===== config.mk =====
export PLATFORM = sky130hd
export DESIGN_NAME = pipe_stall_ctrl
export DESIGN_NICKNAME = d
export VERILOG_FILES = /design/src/rtl/pipe_pkg.sv /design/src/rtl/stall_watchdog.sv /design/src/rtl/pipe_stall_ctrl.sv
export SDC_FILE = /design/constraint.sdc
export NUM_CORES = 1
export LEC_CHECK = 0
export ABC_AREA = 1
export BUFFER_PORTS_ARGS = -buffer_cell sky130_fd_sc_hd__buf_2
export CAP_MARGIN = 20
export CORE_ASPECT_RATIO = 0.75
export CORE_MARGIN = 10
export CORE_UTILIZATION = 36
export DETAILED_ROUTE_END_ITERATION = 10
export GPL_TIMING_DRIVEN = 0
export PLACE_DENSITY = 0.8
export SLEW_MARGIN = 5
export SYNTH_ARGS = -nofsm -noshare
export SYNTH_HDL_FRONTEND = slang
export SYNTH_SLANG_ARGS = --single-unit

===== constraint.sdc =====
create_clock -name clk -period 1.48 [get_ports clk]
set_input_delay 0.148 -clock clk [delete_from_list [all_inputs] [get_ports clk]]
set_output_delay 0.148 -clock clk [all_outputs]
set_load 0.01 [all_outputs]

===== src/rtl/pipe_pkg.sv =====
// Shared pipeline-control definitions: stall_en encodings, the ERET cause code and the
// hazard controller state enum.
package pipe_pkg;

    localparam logic [5:0] STALL_NONE = 6'b000000;
    localparam logic [5:0] STALL_ID   = 6'b000111;
    localparam logic [5:0] STALL_EX   = 6'b001111;
    localparam logic [5:0] STALL_MEM  = 6'b011111;

    localparam logic [3:0] EXC_ERET = 4'hE;

    typedef enum logic [1:0] {
        RUN   = 2'd0,
        STALL = 2'd1,
        FLUSH = 2'd2
    } state_e;

    // The deepest requesting stage wins, so only the four legal encodings can come out.
    function automatic logic [5:0] stall_encode(input logic id, input logic ex, input logic mem);
        logic [5:0] enc;
        if (mem) begin
            enc = STALL_MEM;
        end else if (ex) begin
            enc = STALL_EX;
        end else if (id) begin
            enc = STALL_ID;
        end else begin
            enc = STALL_NONE;
        end
        return enc;
    endfunction

endpackage


===== src/rtl/stall_watchdog.sv =====
// Stall watchdog: saturating count of consecutive stalled cycles plus a sticky timeout flag
// that is cleared only by reset.
module stall_watchdog #(
    parameter int STALL_TIMEOUT = 256
) (
    input  logic clk,
    input  logic reset,
    input  logic stall_i,
    output logic timeout_o
);

    localparam int RUN_W = (STALL_TIMEOUT > 2) ? $clog2(STALL_TIMEOUT) : 1;
    localparam logic [RUN_W-1:0] RUN_MAX = RUN_W'(STALL_TIMEOUT - 1);

    logic [RUN_W-1:0] run_d;
    logic [RUN_W-1:0] run_q;
    logic             timeout_d;
    logic             timeout_q;

    // Next-state for the run counter and the sticky flag.
    always_comb begin
        run_d     = run_q;
        timeout_d = timeout_q;
        if (!stall_i) begin
            run_d = {RUN_W{1'b0}};
        end else if (run_q == RUN_MAX) begin
            run_d     = run_q;
            timeout_d = 1'b1;
        end else begin
            run_d = run_q + RUN_W'(1);
        end
    end

    // Watchdog state registers.
    always_ff @(posedge clk) begin
        if (reset) begin
            run_q     <= {RUN_W{1'b0}};
            timeout_q <= 1'b0;
        end else begin
            run_q     <= run_d;
            timeout_q <= timeout_d;
        end
    end

    assign timeout_o = timeout_q;

endmodule


===== src/rtl/pipe_stall_ctrl.sv =====
// Central pipeline hazard controller: stall_en vector, flush/redirect, stall watchdog.
// Optional stall-cycle performance counter enabled by defining PIPE_PERF_CNT_EN.
module pipe_stall_ctrl
    import pipe_pkg::*;
#(
    parameter logic [31:0] EXC_VECTOR    = 32'h0000_0020,
    parameter int          STALL_TIMEOUT = 256,
    parameter int          CNT_W         = 32
) (
    input  logic              clk,
    input  logic              reset,
    input  logic              stall_req_id,
    input  logic              stall_req_ex,
    input  logic              stall_req_mem,
    input  logic              exc_valid,
    input  logic [3:0]        exc_type,
    input  logic [31:0]       epc,
    output logic [5:0]        stall_en,
    output logic              flush,
    output logic [31:0]       new_pc,
    output logic              stall_timeout
`ifdef PIPE_PERF_CNT_EN
    ,
    output logic [CNT_W-1:0]  stall_cycles
`endif
);

    state_e state_d;
    state_e state_q;
    logic   req_mask_s;
    logic   stalling_s;

    // ID/EX requests seen in the FLUSH cycle belong to killed instructions.
    always_comb begin
        req_mask_s = 1'b0;
        case (state_q)
            FLUSH:   req_mask_s = 1'b1;
            default: req_mask_s = 1'b0;
        endcase
    end

    // Same-cycle outputs and next state; RUN, STALL and FLUSH share one transition rule
    // once the FLUSH-cycle masking has been applied to the requests.
    always_comb begin
        stall_en = STALL_NONE;
        flush    = 1'b0;
        new_pc   = 32'h0000_0000;
        state_d  = state_q;
        if (reset) begin
            state_d = RUN;
        end else if (exc_valid) begin
            flush   = 1'b1;
            new_pc  = (exc_type == EXC_ERET) ? epc : EXC_VECTOR;
            state_d = FLUSH;
        end else begin
            stall_en = stall_encode(stall_req_id && !req_mask_s,
                                    stall_req_ex && !req_mask_s,
                                    stall_req_mem);
            state_d  = (stall_en != STALL_NONE) ? STALL : RUN;
        end
    end

    // Controller state register.
    always_ff @(posedge clk) begin
        if (reset) begin
            state_q <= RUN;
        end else begin
            state_q <= state_d;
        end
    end

    assign stalling_s = (stall_en != STALL_NONE);

    stall_watchdog #(
        .STALL_TIMEOUT (STALL_TIMEOUT)
    ) u_watchdog (
        .clk       (clk),
        .reset     (reset),
        .stall_i   (stalling_s),
        .timeout_o (stall_timeout)
    );

`ifdef PIPE_PERF_CNT_EN
    logic [CNT_W-1:0] cycles_d;
    logic [CNT_W-1:0] cycles_q;

    // Saturating stall-cycle counter.
    always_comb begin
        cycles_d = cycles_q;
        if (stalling_s && (cycles_q != {CNT_W{1'b1}})) begin
            cycles_d = cycles_q + CNT_W'(1);
        end else begin
            cycles_d = cycles_q;
        end
    end

    // Performance counter register.
    always_ff @(posedge clk) begin
        if (reset) begin
            cycles_q <= {CNT_W{1'b0}};
        end else begin
            cycles_q <= cycles_d;
        end
    end

    assign stall_cycles = cycles_q;
`endif

endmodule


==> impl_metrics.env <==
export IMPL_antenna_found_initial=0
export IMPL_globalplace_congestion=0.7818
export IMPL_hpwl_um=2748
export IMPL_synth_area_leaders="dfxtp_1 (25%), nand2_1 (20%), nor2_1 (17%)"
export IMPL_yosysUniqueCellTypes=21
export IMPL_cts_tree="done"
export IMPL_hold_class="input port to flop"
export IMPL_tns_ns=0
export IMPL_syn_nets=199
export IMPL_post_place_cells=270
export IMPL_cts_hold_buf=0
export IMPL_die_height_um=62.84
export IMPL_fin_cells=279
export IMPL_rsz0062_at_grt="false"
export IMPL_globalRouteOverflowTotal=0
export IMPL_antenna_cells=0
export IMPL_cts_num_sinks=11
export IMPL_drive_gt1_share_pct=44.08
export IMPL_critical_path_endpoint_type="primary output"
export IMPL_die_area_um2=4846
export IMPL_pre_cts_ws_ns=0.2196
export IMPL_powerDensity_nw_per_um2=481.4
export IMPL_avgSynthCellArea_um2=5.646
export IMPL_first_pass_iters=4
export IMPL_setup_viol=0
export IMPL_finalCritPeriodShare_pct=94.17
export IMPL_max_vdd_ir_drop_uv=261.5
export IMPL_layout_nets=289
export IMPL_core_area_um2=2308
export IMPL_r2r_slack_ns=0.19
export IMPL_seq_area_frac_synth_pct=25.00
export IMPL_grt_pass1_wl_um=4933
export IMPL_syn_to_final_growth_pct=60.51
export IMPL_worstSetupStartpointType="flop"
export IMPL_p_leak_nw=0.8074
export IMPL_ys_seq_elements=11
export IMPL_die_x_um=77.12
export IMPL_cts_clk_slew_worst_paths_ns=0.07
export IMPL_rows=15
export IMPL_synth_cells=156
export IMPL_crit_required_ns=1.33
export IMPL_timing_hold_ws_ns=0.1228
export IMPL_htree_levels=1
export IMPL_ant_nets=0
export IMPL_fin_ws_ns=0.08624
export IMPL_fmax_mhz=717.5
export IMPL_critical_path_class="flop to primary output"
export IMPL_layout_min_cycle_time_ns=1.394
export IMPL_track_usage_pct=12.18
export IMPL_multi_input_area_um2=540.5
export IMPL_fillCellCount=222
export IMPL_cts_root_buffer="clkbuf_4"
export IMPL_cts_path_max_buffers=2
export IMPL_finalHoldViolations=0
export IMPL_grt_max_degree=11
export IMPL_drc=0
export IMPL_drtIter0Drc=41
export IMPL_initial_utilization_pct=38.16
export IMPL_cp_max_fo=6
export IMPL_num_vias=1202
export IMPL_synth_top_area_cell="dfxtp_1"
export IMPL_clk_latency_ns=0.27
export IMPL_placed_area_um2=1324
export IMPL_cts_buffers=3
export IMPL_via_per_inst=4.308
export IMPL_synth_top_area_share_pct=25.00
export IMPL_drt_total_wl_um=3308
export IMPL_grt_pass1_vias=1084
export IMPL_syn_cell_area_um2=880.8
export IMPL_placement_io_buffers=80
export IMPL_io_pins=82
export IMPL_yosysWarnings=0
export IMPL_slew_violations=0
export IMPL_finClkSkew_ns=0.01107
export IMPL_run_status="completed"
export IMPL_drv_cap=0
export IMPL_critPathArrivalTime_ns=1.25
export IMPL_post_drt_wl_per_cell_um=11.86
export IMPL_post_route_cell_area_um2=1414
export IMPL_regArea_um2=221.5
[layout by cell type (no fill, tap or decap), types with 2 or more instances in the layout]
| cell | instances |
|---|---|
| nand4_1 | 2 |
| o21ai_0 | 2 |
| buf_2 | 78 |
| clkbuf_1 | 4 |
| buf_6 | 2 |
| dfxtp_1 | 10 |
| inv_1 | 17 |
| buf_4 | 11 |
| nand2_1 | 47 |
| nand3_1 | 5 |
| nand3_2 | 2 |
| xnor2_1 | 2 |
| clkbuf_4 | 3 |
| nand2_2 | 2 |
| nor2_1 | 40 |
| a21oi_1 | 2 |
| nor2_4 | 3 |
| nor3_1 | 3 |
[cell families (layout without fill, tap and decap cells)]
logic type | Yosys count | in the layout | share of synthesized area [%]
AND/OR/NAND/NOR | 107 | 107 | 52.84
buffers and inverters | 28 | 117 | 14.49
flip-flops | 11 | 11 | 25.00
AO/OA/AOI/OAI | 6 | 6 | 3.835
XOR/XNOR | 2 | 2 | 1.989
adder cells (fa/ha/maj) | 1 | 1 | 1.420
other | 1 | 1 | 0.4257
[cell usage after synthesis (all sizes together)]
master	n
buf	6
inv	19
dfxtp	11
nand4	2
o21ai	3
nor3	4
xnor2	2
nor2	44
a21oi	3
conb	1
ha	1
clkbuf	3
nand3	7
nand2	50
[final cells by class]
type	count	area share, %
multi-input combinational	117	38.23
timing repair buffer	85	31.86
sequential	11	15.66
inverter	19	5.398
buffer	9	3.982
tap	34	3.009
clock buffer	4	1.858
[routing by layer]
metal	track usage, %	part of all wire, %	vias up
li1	-	-	645
met1	12.28	38	495
met2	22.16	51	58
met3	4.598	8.9	4
met4	4.773	1.3	0
met5	0	0	-
[sequential cells by signal, indices dropped and copies added, names as in the netlist]
signal / flops
state_q: 2
u_watchdog.run_q: 8
u_watchdog.timeout_o: 1
[stage by stage]
step | utilization [%] | total power, mW
2_1_floorplan | - | 0.3878
3_3_place_gp | 57.34 | 0.4641
3_5_place_dp | 57.34 | 0.4669
4_1_cts | 58.81 | 0.6699
5_1_grt | 61.25 | 0.7325
6_report | 61.25 | 0.6807
[critical path, stage by stage, from the launching register on]
cell     delay, ns
dfxtp_2       0.32
inv_2         0.04
nand2_2       0.04
o21ai_1       0.07
nand2_1       0.12
nand2_4       0.12
inv_6         0.04
buf_4         0.12
buf_6         0.11
[repair_timing]
item / in CTS / in global routing
resized for setup: 2 / 7
setup buffers: 0 / 5
pin swaps: 0 / 2
endpoints found under the setup margin: 2 / 3
[power by group]
group / switching, mW / internal (mW)
clock network: 0.0945 / 0.104
registers: 0.00353 / 0.302
logic: 0.0863 / 0.0905
[final timing paths]
check                               startpoint                                end  cells past startpoint
max reg2reg   u_watchdog.run_q[0]$_SDFFE_PP0N_   u_watchdog.run_q[1]$_SDFFE_PP0N_                      8
min reg2reg  u_watchdog.timeout_o$_SDFFE_PP0P_  u_watchdog.timeout_o$_SDFFE_PP0P_                      2
min                                      reset  u_watchdog.timeout_o$_SDFFE_PP0P_                      2
max                      state_q[0]$_SDFF_PP0_                        stall_en[1]                      8
Note: power is estimated with default switching activity, not from simulation.
